## src/rtl/fetch_unit.sv

```systemverilog
// Instruction-fetch front end: issues sequential fetches over a req/ack memory port,
// buffers returned words in a show-ahead FIFO and hands {instruction, PC} to the cpu.
module fetch_unit #(
    parameter int ADDR_W  = 12,
    parameter int INSTR_W = 16,
    parameter int DEPTH   = 4
) (
    input  logic               clock,
    input  logic               reset_n,
    output logic               memReq,
    output logic [ADDR_W-1:0]  memAddr,
    input  logic               memAck,
    input  logic [INSTR_W-1:0] memData,
    output logic               instrValid,
    input  logic               instrReady,
    output logic [INSTR_W-1:0] instruction,
    output logic [ADDR_W-1:0]  instrPC,
    input  logic               redirect,
    input  logic [ADDR_W-1:0]  redirectTarget
);

    localparam int PTR_W = $clog2(DEPTH);
    localparam int CNT_W = PTR_W + 1;
    localparam logic [CNT_W-1:0] FULL = CNT_W'(DEPTH);

    typedef enum logic [1:0] {IDLE, BUSY, DISCARD} state_t;

    typedef struct packed {
        logic [INSTR_W-1:0] word;
        logic [ADDR_W-1:0]  pc;
    } entry_t;

    entry_t            fifo_mem [DEPTH];
    entry_t            head;
    logic [PTR_W-1:0]  wr_ptr, rd_ptr;
    logic [CNT_W-1:0]  count, count_nxt, count_after;
    logic [ADDR_W-1:0] fetch_pc;
    state_t            state, state_nxt;
    logic              push, pop, issue;

    assign instrValid  = (count != '0);
    assign pop         = instrValid && instrReady && !redirect;
    // Occupancy if the word being acked this cycle is pushed.
    assign count_after = count + CNT_W'(1) - CNT_W'(pop);
    assign count_nxt   = redirect ? '0 : count + CNT_W'(push) - CNT_W'(pop);

    assign head        = fifo_mem[rd_ptr];
    assign instruction = instrValid ? head.word : '0;
    assign instrPC     = instrValid ? head.pc   : '0;

    always_comb begin
        state_nxt = state;
        push      = 1'b0;
        issue     = 1'b0;
        case (state)
            IDLE: begin
                if (!redirect && count < FULL) begin
                    state_nxt = BUSY;
                    issue     = 1'b1;
                end
            end
            BUSY: begin
                if (memAck) begin
                    if (redirect) begin
                        state_nxt = IDLE;
                    end else begin
                        push = 1'b1;
                        if (count_after < FULL) issue = 1'b1;
                        else                    state_nxt = IDLE;
                    end
                end else if (redirect) begin
                    // Request already on the bus must complete; its data is dropped.
                    state_nxt = DISCARD;
                end
            end
            DISCARD: begin
                if (memAck) state_nxt = IDLE;
            end
            default: state_nxt = IDLE;
        endcase
    end

    always_ff @(posedge clock) begin
        if (!reset_n) begin
            state    <= IDLE;
            memReq   <= 1'b0;
            memAddr  <= '0;
            fetch_pc <= '0;
            count    <= '0;
            wr_ptr   <= '0;
            rd_ptr   <= '0;
        end else begin
            state  <= state_nxt;
            memReq <= (state_nxt != IDLE);
            count  <= count_nxt;
            if (issue) memAddr <= fetch_pc;
            if (redirect)   fetch_pc <= redirectTarget;
            else if (issue) fetch_pc <= fetch_pc + ADDR_W'(1);
            if (redirect) begin
                wr_ptr <= '0;
                rd_ptr <= '0;
            end else begin
                wr_ptr <= wr_ptr + PTR_W'(push);
                rd_ptr <= rd_ptr + PTR_W'(pop);
            end
        end
    end

    // Storage needs no reset: count gates visibility of every entry.
    always_ff @(posedge clock) begin
        if (push) fifo_mem[wr_ptr] <= '{word: memData, pc: memAddr};
    end

endmodule
```

## config.mk

```make
export PLATFORM = sky130hd
export DESIGN_NAME = fetch_unit
export DESIGN_NICKNAME = d
export VERILOG_FILES = /design/src/rtl/fetch_unit.sv
export SDC_FILE = /design/constraint.sdc
export NUM_CORES = 1
export LEC_CHECK = 0
export ABC_CLOCK_PERIOD_IN_PS = 9300
export CAP_MARGIN = 0
export CORE_MARGIN = 8
export CORE_UTILIZATION = 50
export CTS_CLUSTER_DIAMETER = 30
export DETAILED_ROUTE_END_ITERATION = 10
export PLACE_DENSITY = 0.73
export SYNTH_ARGS = -nofsm -noshare
export SYNTH_HDL_FRONTEND = slang
export SYNTH_SLANG_ARGS = --single-unit
```

## constraint.sdc

```tcl
create_clock -name clock -period 9.3 [get_ports clock]
set_input_delay 2.79 -clock clock [delete_from_list [all_inputs] [get_ports clock]]
set_output_delay 2.79 -clock clock [all_outputs]
set_load 0.005 [all_outputs]
```

# == Yosys cells after proc, flatten, opt, wreduce, memory -nomap -nowiden ==
# Memories as Yosys holds them, arrays and structs flattened. A register that Yosys moved wholly into a read port is not among the register bits.
# Cells that the tools add are included.
# word_totals
reg_bits,34
ramBits,112
input_bits,33
output_inout_bits,42
wordCells,51
mem_count,1
# mem_list
memory,words,word_bits,rd,rd_clocked_by_memory_dff,wr,line,source
fifo_mem,4,28,1,1,1,33,entry_t fifo_mem [DEPTH];
# op_classes
add_sub_neg,7
n_lt_le_gt_ge,2
eq_ne,2
mux,22
bitwise,1
reduce_logical,9
# op_table
cell,n
12-bit 2-to-1 mux,3
16-bit 2-to-1 mux,1
2-bit 2-to-1 mux,7
12-bit by 1-bit adder with 12-bit output (second input constant),1
1-bit 2-to-1 mux,9
3-bit < comparator (second input constant),2
2-bit one-hot mux with 3 select lines,1
3-bit by 1-bit subtractor with 3-bit output,2
2-bit by 1-bit adder with 2-bit output,2
2-bit nonzero test,2
3-bit by 1-bit adder with 3-bit output,1
3-bit by 1-bit adder with 3-bit output (second input constant),1
1-bit logical AND,3
3-bit nonzero test,1
2-bit by 1-bit equality test with 1-bit output (second input constant),1
2-bit equality test (second input constant),1
2-bit zero test,1
1-bit one-hot mux with 2 select lines,1
2-bit OR reduction,1
1-bit zero test,1
1-bit NOT,1

# == Longest topological paths before layout ==
# depth
ltp_word,11
mapped_depth,11
mapped_depth_nobuf,10

# == Least setup slack after synthesis ==
# No wires, ideal clock.
# synth_timing
kind,input to register
startpoint,input redirect
endpoint,memory fifo_mem[2][0] in the netlist's numbering (enable)
setup_ns,0.454
arrival_time_ns,5.233
required_ns,8.846
setup_slack_ns,3.612
cell_stages,4
path_buffers,1
path_cell_list,buf_6 -> inv_1 -> nand3_1 -> nor3b_1
# synth_between
elab_chain_cells,5
# synth_rtl
element,line,source
from (decl),18,"input logic redirect,"
1-bit 2-to-1 mux,64,if (redirect) begin
1-bit 2-to-1 mux,63,if (memAck) begin
1-bit 2-to-1 mux,55,case (state)
1-bit 2-to-1 mux,111,"if (push) fifo_mem[wr_ptr] <= '{word: memData, pc: memAddr};"
1-bit 2-to-1 mux (implied by the code),111,
to (decl),33,
# No other way between the ends.

==> impl.org <==
** Route
- Length of the first detailed-routing pass in iterations :: 5
- The detail route stage leaves a number of antenna-violating nets equal to 0.
- Initial detailed-routing violation count :: 245
- Vias per inst :: 5.505
- After detailed routing, the number of remaining DRC violations is 0.
- Summed over all layers, the routed wires come to 11260 um.
- Detailed routing inserted a total of 3380 vias.
- Routed length per placed instance :: 18.34 um

** Layout
- The post-route netlist has 15.20% of its cells at a drive strength greater than 1.
- Counting the fill cells in the layout gives 886.
- For this run, the post-layout net count is 493.
- Area overhead of the layout relative to synthesis :: 24.10%
- Once layout is done, the placed cells without fillers occupy 7378 sq um.
- The library cell used most frequently in the layout, excluding fill and tap cells, is sky130_fd_sc_hd__edfxtp_1.
- Number of non-filler instances in the completed layout :: 614
- Highest-count cells in the layout ignoring fill and taps :: sky130_fd_sc_hd__edfxtp_1, sky130_fd_sc_hd__clkdlybuf4s50_1, sky130_fd_sc_hd__nand2_1
- The repair_antennas step left the layout with diodes totalling 0.

** Critical path
- Setup slack, reg-to-reg :: 6990 ps
- Endpoint type of the worst setup path :: output pin
- STA puts the critical path data required time at 6510 ps.
- Data arrives at the worst endpoint at 2680 ps.
- Crit Path Max Fanout :: 29
- Type of element launching the critical path :: register
- Critical Setup Path Class :: reg2out

** Clock network
- The cell sitting at the root of the clock tree is a sky130_fd_sc_hd__clkbuf_16.
- Insertion delay to the later sink of the worst-skew pair :: 410 ps
- TritonCTS clock tree :: built
- The clock passes through at most 2 buffers.
- Number of setup buffers added after CTS :: 0
- Clock transition at the registers of the reported paths :: 60 ps
- Hold repair after CTS inserted 0 buffers.
- H-Tree Level Count :: 4
- Number of CTS-inserted buffers :: 17
- Clk sink count :: 146
- Post-CTS repair changed the size of 0 cells.

** Timing
- The clock arrives with 8.878 ps of skew.
- Setup_tns :: 0 ps
- Actual transition at the worst max-transition pin :: 1044 ps
- Final critical-path share of the clock period :: 58.80%
- Setup repair after global routing left no endpoint under its margin.
- The max-slew violation count was 0.
- Maximum clock frequency :: 182.9 MHz
- Remaining max-slew budget at the tightest pin :: 30.17%
- The smallest clock period supported by the final layout is computed as 5468 ps.
- Final hold violation count :: 0
- Setup violations remaining at the end of the flow were counted as 0.

** Synthesis
- Summing the sequential cell areas from Yosys gives 68.01% of the chip area.
- After synthesis the netlist holds a flip-flop and latch count of 146.
- The Yosys step of the flow raised 0 warnings.
- When the netlist entered floorplanning its net count stood at 416.
- Predominant post-synthesis flop cell :: sky130_fd_sc_hd__edfxtp_1
- The synthesized netlist occupies a cell area of 5946 sq um.
- Average footprint of a synthesized cell :: 15.77 sq um
- Gate count after technology mapping :: 377
- Share of synthesized flip-flops with an asynchronous set or reset :: 0%
- Number of enable-type register cells in the synthesized netlist :: 112
- Post-synthesis cell type count :: 45

** Placement
- Post-placement cell area :: 6819 sq um
- The count of buffers added on input and output ports is 74.
- Post-Place Cells :: 582
- Gp weighted congestion :: 0.7941
- The wire-length estimate of the detail-placed layout is 7087 um.

** Floorplan
- The floorplan step set the die height to 125.0 um.
- The floorplan step defined a die boundary enclosing 15640 sq um.
- Standard-cell row count :: 40
- Starting utilization of the core area :: 50.34%
- Pin placement for this block handled 75 I/O pins.
- Standard cell core area :: 11810 sq um
- Measured along the x axis, the die boundary spans 125.0 um.

** Flow run
- Max Cap Violations :: 0

** Hold path
- The tightest min-delay check is of the reg2reg type.

** Global route
- The via count of the first global-routing pass was 3462.
- Global routing used 14.89% of the available tracks across all layers.
- The initial antenna violation count was 0.
- Entering global routing, the biggest net connects 44 pins.
- Global-route wire length before repair :: 18180 um
- For this run the aggregate overflow at the end of global routing stands at 0.

** Power and ir drop
- Power spread over the standard cell area amounts to 192.5 nW/um^2.
- Worst-case vdd ir drop :: 0.1156 mV
- Leak :: 2.450 nW

** Run status
- The run finished with clean final reports.
[cell type report]
type	count	area [sq um]	area share, %
inverters	6	22.52	0.3052
well taps	147	183.9	2.493
clock inverters	7	83.83	1.136
multi-input cells	203	1782	24.15
clock buffers	25	475.5	6.444
flip-flops and latches	146	4045	54.82
repair buffers	80	785.8	10.65
[per-stage QoR]
stage	total power, mW	utilization (%)	hold WS [ps]	setup WS, ps
floorplan	0.7638	-	460.4	3612
global placement	0.7939	57.73	484.7	3681
detailed placement	0.7958	57.73	485.9	3525
CTS	1.432	62.47	500.8	3728
global route	1.469	62.47	515.5	3593
finish	1.420	62.47	502.1	3832
[critical path, cell delays in order, from the launching register on]
cell and delay [ps]:
sky130_fd_sc_hd__dfxtp_2 1020, sky130_fd_sc_hd__mux4_2 610, sky130_fd_sc_hd__nor2b_1 160, sky130_fd_sc_hd__clkdlybuf4s50_1 470
[report_power, final]
part / switching (mW) / internal, mW / leakage, nW
logic: 0.0281 / 0.0330 / 0.847
clock network: 0.232 / 0.406 / 0.276
registers: 0.0105 / 0.711 / 1.33
[cell usage after synthesis (2+ instances only)]
master	n	area [sq um]
sky130_fd_sc_hd__edfxtp_1	112	3363
sky130_fd_sc_hd__dfxtp_1	34	680.7
sky130_fd_sc_hd__nand2_1	34	127.6
sky130_fd_sc_hd__nor2b_1	32	200.2
sky130_fd_sc_hd__mux4_2	28	630.6
sky130_fd_sc_hd__nand3_1	16	80.08
sky130_fd_sc_hd__clkbuf_1	12	45.04
sky130_fd_sc_hd__a21boi_1	10	75.07
sky130_fd_sc_hd__and3_1	7	43.79
sky130_fd_sc_hd__nor2_1	7	26.28
sky130_fd_sc_hd__buf_2	6	30.03
sky130_fd_sc_hd__inv_1	6	22.52
sky130_fd_sc_hd__o211ai_1	6	45.04
sky130_fd_sc_hd__ha_1	5	62.56
sky130_fd_sc_hd__nor3b_1	5	37.54
sky130_fd_sc_hd__o21ai_0	5	25.02
sky130_fd_sc_hd__a21boi_0	4	30.03
sky130_fd_sc_hd__and2_1	4	25.02
sky130_fd_sc_hd__buf_6	4	45.04
sky130_fd_sc_hd__nand4_1	3	18.77
sky130_fd_sc_hd__nor3_1	3	15.01
sky130_fd_sc_hd__o21a_1	3	22.52
sky130_fd_sc_hd__xnor2_1	3	26.28
sky130_fd_sc_hd__a21oi_1	2	10.01
sky130_fd_sc_hd__a32o_1	2	20.02
sky130_fd_sc_hd__nor2b_2	2	17.52
sky130_fd_sc_hd__o311a_1	2	20.02
sky130_fd_sc_hd__o41ai_2	2	32.53
sky130_fd_sc_hd__xor2_1	2	17.52
[layer usage]
metal	up-vias	GRT usage [%]	wire, um
met1	1666	18.20	5101
met2	100	24.07	5352
li1	1601	-	-
met4	0	6.017	140
met3	13	4.760	667
met5	-	0	0
[registers in the layout (all words and copies together) (netlist names)]
| signal | flops |
|---|---|
| memAddr | 12 |
| wr_ptr | 2 |
| fifo_mem | 112 |
| memReq | 1 |
| count | 3 |
| rd_ptr | 2 |
| state | 2 |
| fetch_pc | 12 |
[kinds of logic (layout without fill, tap and decap cells)]
kind of cell               after synthesis  after routing  share of synthesized area, %
DFF                                    146            146                         68.01
and+or+nand+nor                        120            120                         10.90
AOI/OAI and AO/OA                       43             43                         5.766
muxes                                   29             29                         10.80
buffers and inverters                   28            118                         2.399
adders and majority gates                6              6                         1.389
xor gates and xnor gates                 5              5                        0.7367
[path summary, 6_finish.rpt]
path | start | to | depth (start not counted)
hold / removal | fetch_pc[1] | memAddr[1] | 2
setup / recovery | rd_ptr[0] | instrPC[5] | 3
setup reg to reg | count[1] | fetch_pc[10] | 5
hold reg to reg | fetch_pc[1] | memAddr[1] | 2
Note: power is estimated with default switching activity, not from simulation.
